$ cat src/rtl/fifo_reader_e0_if.sv
// Signal bundle between the e0 FIFO reader, its source FIFO and the downstream stage.
// master = the reader itself; slave = the surrounding source/sink logic.
interface fifo_reader_e0_if #(
  parameter int unsigned DATA_SIZE = 8,
  parameter int unsigned CNT_SIZE  = 8
);
  logic                 enable;
  logic                 fifo_empty;
  logic [DATA_SIZE-1:0] fifo_data;
  logic                 fifo_error;
  logic                 pop;
  logic                 dest_pause;
  logic                 dest_push;
  logic [DATA_SIZE-1:0] dest_data;
  logic [CNT_SIZE-1:0]  pop_count;
  logic                 err_sticky;
  logic                 idle;

  modport master (
    input  enable, fifo_empty, fifo_data, fifo_error, dest_pause,
    output pop, dest_push, dest_data, pop_count, err_sticky, idle
  );

  modport slave (
    output enable, fifo_empty, fifo_data, fifo_error, dest_pause,
    input  pop, dest_push, dest_data, pop_count, err_sticky, idle
  );
endinterface

$ cat src/rtl/fifo_reader_e0.sv
// Read-side controller for fifo_e0: pops while space exists, absorbs the one-cycle
// pop-to-data latency in a 2-entry skid buffer and forwards words with push/pause.
module fifo_reader_e0 #(
  parameter int unsigned DATA_SIZE = 8,
  parameter int unsigned CNT_SIZE  = 8
) (
  input logic              clk,
  input logic              reset,
  fifo_reader_e0_if.master bus
);

  typedef enum logic [1:0] {
    ST_IDLE  = 2'd0,
    ST_RUN   = 2'd1,
    ST_DRAIN = 2'd2,
    ST_ERROR = 2'd3
  } state_e;

  state_e               state_q;
  logic [1:0]           occ_q, occ_d;
  logic                 inflight_q;
  logic [DATA_SIZE-1:0] skid_q [2];
  logic [DATA_SIZE-1:0] skid_d [2];
  logic [CNT_SIZE-1:0]  cnt_q;
  logic                 err_q;
  logic                 push_c;
  logic                 pop_c;
  logic [2:0]           fill_c;

  // A head word leaving this cycle frees its slot, so the pop gate counts it as
  // available; this keeps one pop per cycle while the sink accepts every word.
  always_comb begin
    push_c = (occ_q != 2'd0) && !bus.dest_pause;
    fill_c = 3'(occ_q) + 3'(inflight_q);
    pop_c  = (state_q == ST_RUN) && !bus.fifo_empty && (fill_c < (3'd2 + 3'(push_c)));
  end

  // Skid buffer: entry 0 is the head; captures land behind any remaining word.
  always_comb begin
    skid_d = skid_q;
    occ_d  = occ_q;
    case ({inflight_q, push_c})
      2'b01: begin
        skid_d[0] = skid_q[1];
        occ_d     = occ_q - 2'd1;
      end
      2'b10: begin
        skid_d[occ_q[0]] = bus.fifo_data;
        occ_d            = occ_q + 2'd1;
      end
      2'b11: begin
        if (occ_q == 2'd2) begin
          skid_d[0] = skid_q[1];
          skid_d[1] = bus.fifo_data;
        end else begin
          skid_d[0] = bus.fifo_data;
        end
      end
      default: ;
    endcase
  end

  always_ff @(posedge clk or posedge reset) begin
    if (reset) begin
      state_q <= ST_IDLE;
    end else begin
      case (state_q)
        ST_IDLE:  if (bus.enable) state_q <= ST_RUN;
        ST_RUN: begin
          if (bus.fifo_error)   state_q <= ST_ERROR;
          else if (!bus.enable) state_q <= ST_DRAIN;
        end
        ST_DRAIN: begin
          if (bus.fifo_error)                          state_q <= ST_ERROR;
          else if ((occ_q == 2'd0) && !inflight_q)     state_q <= ST_IDLE;
        end
        ST_ERROR: state_q <= ST_ERROR;
        default:  state_q <= ST_IDLE;
      endcase
    end
  end

  always_ff @(posedge clk or posedge reset) begin
    if (reset) begin
      occ_q      <= 2'd0;
      inflight_q <= 1'b0;
      skid_q[0]  <= '0;
      skid_q[1]  <= '0;
      cnt_q      <= '0;
      err_q      <= 1'b0;
    end else begin
      occ_q      <= occ_d;
      inflight_q <= pop_c;
      skid_q     <= skid_d;
      cnt_q      <= cnt_q + CNT_SIZE'(pop_c);
      err_q      <= err_q | (bus.fifo_error && (state_q != ST_IDLE));
    end
  end

  assign bus.pop        = pop_c;
  assign bus.dest_push  = push_c;
  assign bus.dest_data  = (occ_q != 2'd0) ? skid_q[0] : '0;
  assign bus.pop_count  = cnt_q;
  assign bus.err_sticky = err_q;
  assign bus.idle       = (state_q == ST_IDLE);

endmodule
$ cat src/flat_wrapper.sv
// flat-port wrapper written by rule: the top's interface ports become plain ports
module fifo_reader_e0_flat 
#(
  parameter int unsigned DATA_SIZE = 8,
  parameter int unsigned CNT_SIZE  = 8
)
  (clk, reset, bus_enable, bus_fifo_empty, bus_fifo_data, bus_fifo_error, bus_dest_pause, bus_pop, bus_dest_push, bus_dest_data, bus_pop_count, bus_err_sticky, bus_idle);
  fifo_reader_e0_if #(.DATA_SIZE(DATA_SIZE), .CNT_SIZE(CNT_SIZE)) bus_i ();
  input logic clk;
  input logic reset;
  input wire logic [$bits(bus_i.enable)-1:0] bus_enable;
  input wire logic [$bits(bus_i.fifo_empty)-1:0] bus_fifo_empty;
  input wire logic [$bits(bus_i.fifo_data)-1:0] bus_fifo_data;
  input wire logic [$bits(bus_i.fifo_error)-1:0] bus_fifo_error;
  input wire logic [$bits(bus_i.dest_pause)-1:0] bus_dest_pause;
  output wire logic [$bits(bus_i.pop)-1:0] bus_pop;
  output wire logic [$bits(bus_i.dest_push)-1:0] bus_dest_push;
  output wire logic [$bits(bus_i.dest_data)-1:0] bus_dest_data;
  output wire logic [$bits(bus_i.pop_count)-1:0] bus_pop_count;
  output wire logic [$bits(bus_i.err_sticky)-1:0] bus_err_sticky;
  output wire logic [$bits(bus_i.idle)-1:0] bus_idle;
  assign bus_i.enable = bus_enable;
  assign bus_i.fifo_empty = bus_fifo_empty;
  assign bus_i.fifo_data = bus_fifo_data;
  assign bus_i.fifo_error = bus_fifo_error;
  assign bus_i.dest_pause = bus_dest_pause;
  assign bus_pop = bus_i.pop;
  assign bus_dest_push = bus_i.dest_push;
  assign bus_dest_data = bus_i.dest_data;
  assign bus_pop_count = bus_i.pop_count;
  assign bus_err_sticky = bus_i.err_sticky;
  assign bus_idle = bus_i.idle;
  fifo_reader_e0 #(.DATA_SIZE(DATA_SIZE), .CNT_SIZE(CNT_SIZE)) u_core (.clk(clk), .reset(reset), .bus(bus_i));
endmodule
$ cat config.mk
export PLATFORM = sky130hd
export DESIGN_NAME = fifo_reader_e0_flat
export DESIGN_NICKNAME = d
export VERILOG_FILES = /design/src/rtl/fifo_reader_e0_if.sv /design/src/rtl/fifo_reader_e0.sv /design/src/flat_wrapper.sv
export SDC_FILE = /design/constraint.sdc
export NUM_CORES = 1
export LEC_CHECK = 0
export CORE_ASPECT_RATIO = 1.75
export CORE_MARGIN = 2
export CORE_UTILIZATION = 52
export CTS_BUF_LIST = sky130_fd_sc_hd__clkbuf_2
export CTS_CLUSTER_SIZE = 14
export DETAILED_ROUTE_END_ITERATION = 10
export PLACE_DENSITY_LB_ADDON = 0.05
export SYNTH_ARGS = -nofsm -noshare
export SYNTH_HDL_FRONTEND = slang
export SYNTH_SLANG_ARGS = --single-unit
$ cat constraint.sdc
create_clock -name clk -period 2.5 [get_ports clk]
set_input_delay 0.5 -clock clk [delete_from_list [all_inputs] [get_ports clk]]
set_output_delay 0.5 -clock clk [all_outputs]
set_load 0.01 [all_outputs]
==> results.sh, run 1 <==
export IMPL_rr_endpoint="u_core.bus.pop_count[6]"
export IMPL_synth_seq_cells=30
export IMPL_postCtsSetupRepairBufs=0
export IMPL_synth_compound_area_share_pct=16.0
export IMPL_wl_um=3230
export IMPL_clk_pin_slew_worst_paths_ps=140
export IMPL_num_rows=26
export IMPL_synth_top_cell_area_share_pct=48.4
export IMPL_synth_fa_ha_area_share_pct=5.65
export IMPL_yosysMostFrequentCell="dfrtp_1"
export IMPL_cts_max_level=2
export IMPL_overflow=0
export IMPL_synth_top_area_cell="dfrtp_1"
export IMPL_start_util_pct=53.6
export IMPL_crit_type="reg -> out"
export IMPL_synth_simple_gate_area_share_pct=14.1
export IMPL_synth_edf_count=0
export IMPL_tightest_slew_ps=369
export IMPL_antenna_found_initial=0
export IMPL_p_clk_share_pct=22.0
export IMPL_worst_slack_ps=68.3
export IMPL_synthCells=134
export IMPL_end_kind="output pin"
export IMPL_whs_endpoint="u_core.bus.pop_count[7]"
export IMPL_drt_first_pass_iters=4
export IMPL_hold_viol=0
export IMPL_via_count=1189
export IMPL_rr_startpoint="u_core.occ_q[0]"
export IMPL_drtAntennaViolNets=0
export IMPL_rsz0062_at_grt="false"
export IMPL_start_kind="register"
export IMPL_yosys_mux_area_fraction_pct=5.81
export IMPL_relSlewSlack_pct=75.4
export IMPL_die_area_um2=3450
export IMPL_ys_flop_type="dfrtp_1"
export IMPL_area_growth_pct=32.1
export IMPL_grt_pass1_wl_um=5540
export IMPL_drv_cap=0
export IMPL_drive_gt1_share_pct=22.3
export IMPL_ctsHoldBuffers=0
export IMPL_period_needed_ps=2430
export IMPL_n_antenna_cell=0
export IMPL_hp_class="reg -> reg"
export IMPL_arrival_ps=1930
export IMPL_instances_no_fill=203
export IMPL_drtIter0Drc=33
export IMPL_clk_latency_ps=360
export IMPL_synth_top_cells_by_area="dfrtp_1, mux2_2, ha_1, xnor2_1, a221o_1"
export IMPL_p_sw_uw=479
export IMPL_ys_top_cells_by_count="dfrtp_1, nor2_1, mux2_2, nor2b_1, ha_1"
export IMPL_yosysSeqAreaShare_pct=48.4
export IMPL_fmax_ghz=0.411
export IMPL_swShare_pct=31.5
export IMPL_core_area_um2=2900
export IMPL_p_comb_share_pct=36.2
export IMPL_finalCritPeriodShare_pct=97.3
export IMPL_chipWidth_um=45.3
export IMPL_die_h_um=76.3
export IMPL_setup_viol=0
export IMPL_hold_start="u_core.bus.pop_count[7]"
export IMPL_finalPower_mw=1.52
export IMPL_drv_slew=0
export IMPL_viasPerCell=5.86
export IMPL_fin_util_pct=70.8
export IMPL_seq_power_share_pct=41.8
export IMPL_netlist_area_um2=1550
export IMPL_dp_slack_ps=-266
export IMPL_cts_sinks=30
export IMPL_boundaryPins=34
export IMPL_reg2reg_depth=10
export IMPL_rrSetupSlack_ps=120
export IMPL_track_usage_pct=21.8
export IMPL_grt_pass1_vias=1236
export IMPL_synth_top_family_by_area="compound AO/OA/AOI/OAI gates"
export IMPL_dp_hpwl_um=2480
export IMPL_numPlacedInstances=195
export IMPL_gp_congestion=0.833
export IMPL_worst_clock_skew_ps=5.87
export IMPL_avgRoutedWirePerCell_um=15.9
export IMPL_leakagePower_nw=0.904
export IMPL_worstPathMaxFanout=2
export IMPL_drc=0
export IMPL_cts_tree="built"
export IMPL_synth_nets=155
export IMPL_p_int_mw=1.04
export IMPL_async_flop_share_pct=100
export IMPL_irDropWorstVdd_uv=582
export IMPL_port_buffers=33
export IMPL_grt_start_max_net_pins=31
export IMPL_num_fill_cells=225
export IMPL_cp_required_ps=2000
export IMPL_cts_inserted_buffers=5
export IMPL_syn_area_per_cell_um2=11.6
export IMPL_clockBufferDepth=2
export IMPL_ys_warnings_count=0
export IMPL_synthXorXnorAreaFrac_pct=5.08
export IMPL_status="finished clean"
export IMPL_layout_nets=195
export IMPL_worstHoldPathCells=1
export IMPL_synth_cell_types=36
export IMPL_cts_root_buf="clkbuf_2"
export IMPL_powerDensity_nw_per_um2=742
==> cells by family (layout without fill, tap and decap cells) <==
logic type / count (synthesis) / count (layout)
buffers and inverters: 12 / 53
DFF: 30 / 30
adders and majority gates: 7 / 7
and+or+nand+nor: 38 / 38
AOI/OAI and AO/OA: 30 / 30
muxes: 8 / 8
xor gates and xnor gates: 9 / 9
==> per-stage QoR <==
stage | instance area, um^2 | TNS (ps) | hold slack [ps]
after global placement | 1910 | -534 | 452
after CTS | 2030 | 0 | 489
final | 2050 | 0 | 489
after global routing | 2050 | 0 | 520
after floorplan | 1550 | 0 | 442
after detailed placement | 1910 | -799 | 467
==> registers in the layout (all words and copies together) (netlist names) <==
name                   cells
u_core.occ_q               2
u_core.inflight_q          1
u_core.bus.pop_count       8
u_core.bus.err_sticky      1
u_core.state_q             2
u_core.skid_q             16
==> worst max path at each step <==
stage / start / to / slack [ps] / depth (start not counted)
5_1_grt: u_core.occ_q[0] / bus_pop / 20 / 5
4_1_cts: u_core.inflight_q / bus_pop / 9 / 5
2_1_floorplan: u_core.inflight_q / u_core.bus.pop_count[6] / 50 / 9
3_3_place_gp: bus_fifo_empty / bus_pop / -190 / 4
6_report: u_core.occ_q[0] / bus_pop / 70 / 5
3_5_place_dp: bus_fifo_empty / u_core.bus.pop_count[6] / -270 / 9
==> critical path, cell delays in order, from the launching register on <==
cell     delay [ps]
dfrtp_1         430
ha_2            190
ha_2            170
or4b_4          490
a21oi_4         170
buf_6           130
==> what timing repair did <==
action                     in CTS  in global routing
gates resized for setup        14                  6
gates cloned                    0                  0
pin swaps                       1                  3
setup endpoints to repair       4                  4
==> power groups by stage <==
stage | combinational (mW) | sequential, mW | clock [mW]
after floorplan | 0.342 | 0.627 | 0
after global placement | 0.509 | 0.627 | 0
after detailed placement | 0.528 | 0.638 | 0
after CTS | 0.546 | 0.634 | 0.342
after global routing | 0.605 | 0.649 | 0.358
final | 0.550 | 0.636 | 0.335
==> metal layers <==
metal  share of wire [%]  global-route usage [%]  vias up
li1                    -                       -      561
met1                  35                    22.1      588
met2                  58                    39.3       33
met3                 4.6                    5.92        7
met4                 2.1                    8.82        0
met5                   0                       0        -
==> layout by cell type (no fill, tap or decap), drive strengths merged <==
cell type | Yosys | routed
o21ai | 5 | 5
a22o | 1 | 1
and3 | 1 | 1
nand3 | 2 | 2
dfrtp | 30 | 30
bufinv | 0 | 1
buf | 6 | 9
clkbuf | 2 | 7
or3 | 1 | 1
inv | 4 | 4
a32o | 5 | 5
clkdlybuf4s50 | 0 | 31
or2 | 1 | 1
xnor2 | 6 | 6
nand2 | 7 | 7
a211oi | 1 | 1
a21o | 1 | 1
or4b | 1 | 1
dlymetal6s2s | 0 | 1
a221o | 5 | 5
mux2 | 8 | 8
a32oi | 5 | 5
and4 | 1 | 1
ha | 7 | 7
a21oi | 3 | 3
xor2 | 3 | 3
nor2 | 10 | 10
a22oi | 3 | 3
a31oi | 1 | 1
nand4 | 1 | 1
nand2b | 4 | 4
nor2b | 9 | 9
==> cell type report <==
class                      count  area (um^2)  share of cell area [%]
multi-input combinational     92          778                    38.0
sequential                    30          751                    36.6
timing repair buffer          41          405                    19.8
clock buffer                   7         35.0                    1.71
tap                           28         35.0                    1.71
clock inverter                 1         30.0                    1.47
inverter                       4         15.0                   0.733
Note: power is estimated with default switching activity, not from simulation.
==> inputs of run 2 (changes only) <==
--- a/config.mk
+++ b/config.mk
@@ -5,6 +5,7 @@
 export SDC_FILE = /design/constraint.sdc
 export NUM_CORES = 1
 export LEC_CHECK = 0
+export ABC_AREA = 0
 export CORE_ASPECT_RATIO = 1.75
 export CORE_MARGIN = 2
 export CORE_UTILIZATION = 52
==> results of run 2 <==
Same layout as run 1: the final DEF is identical, and so are final timing and power.
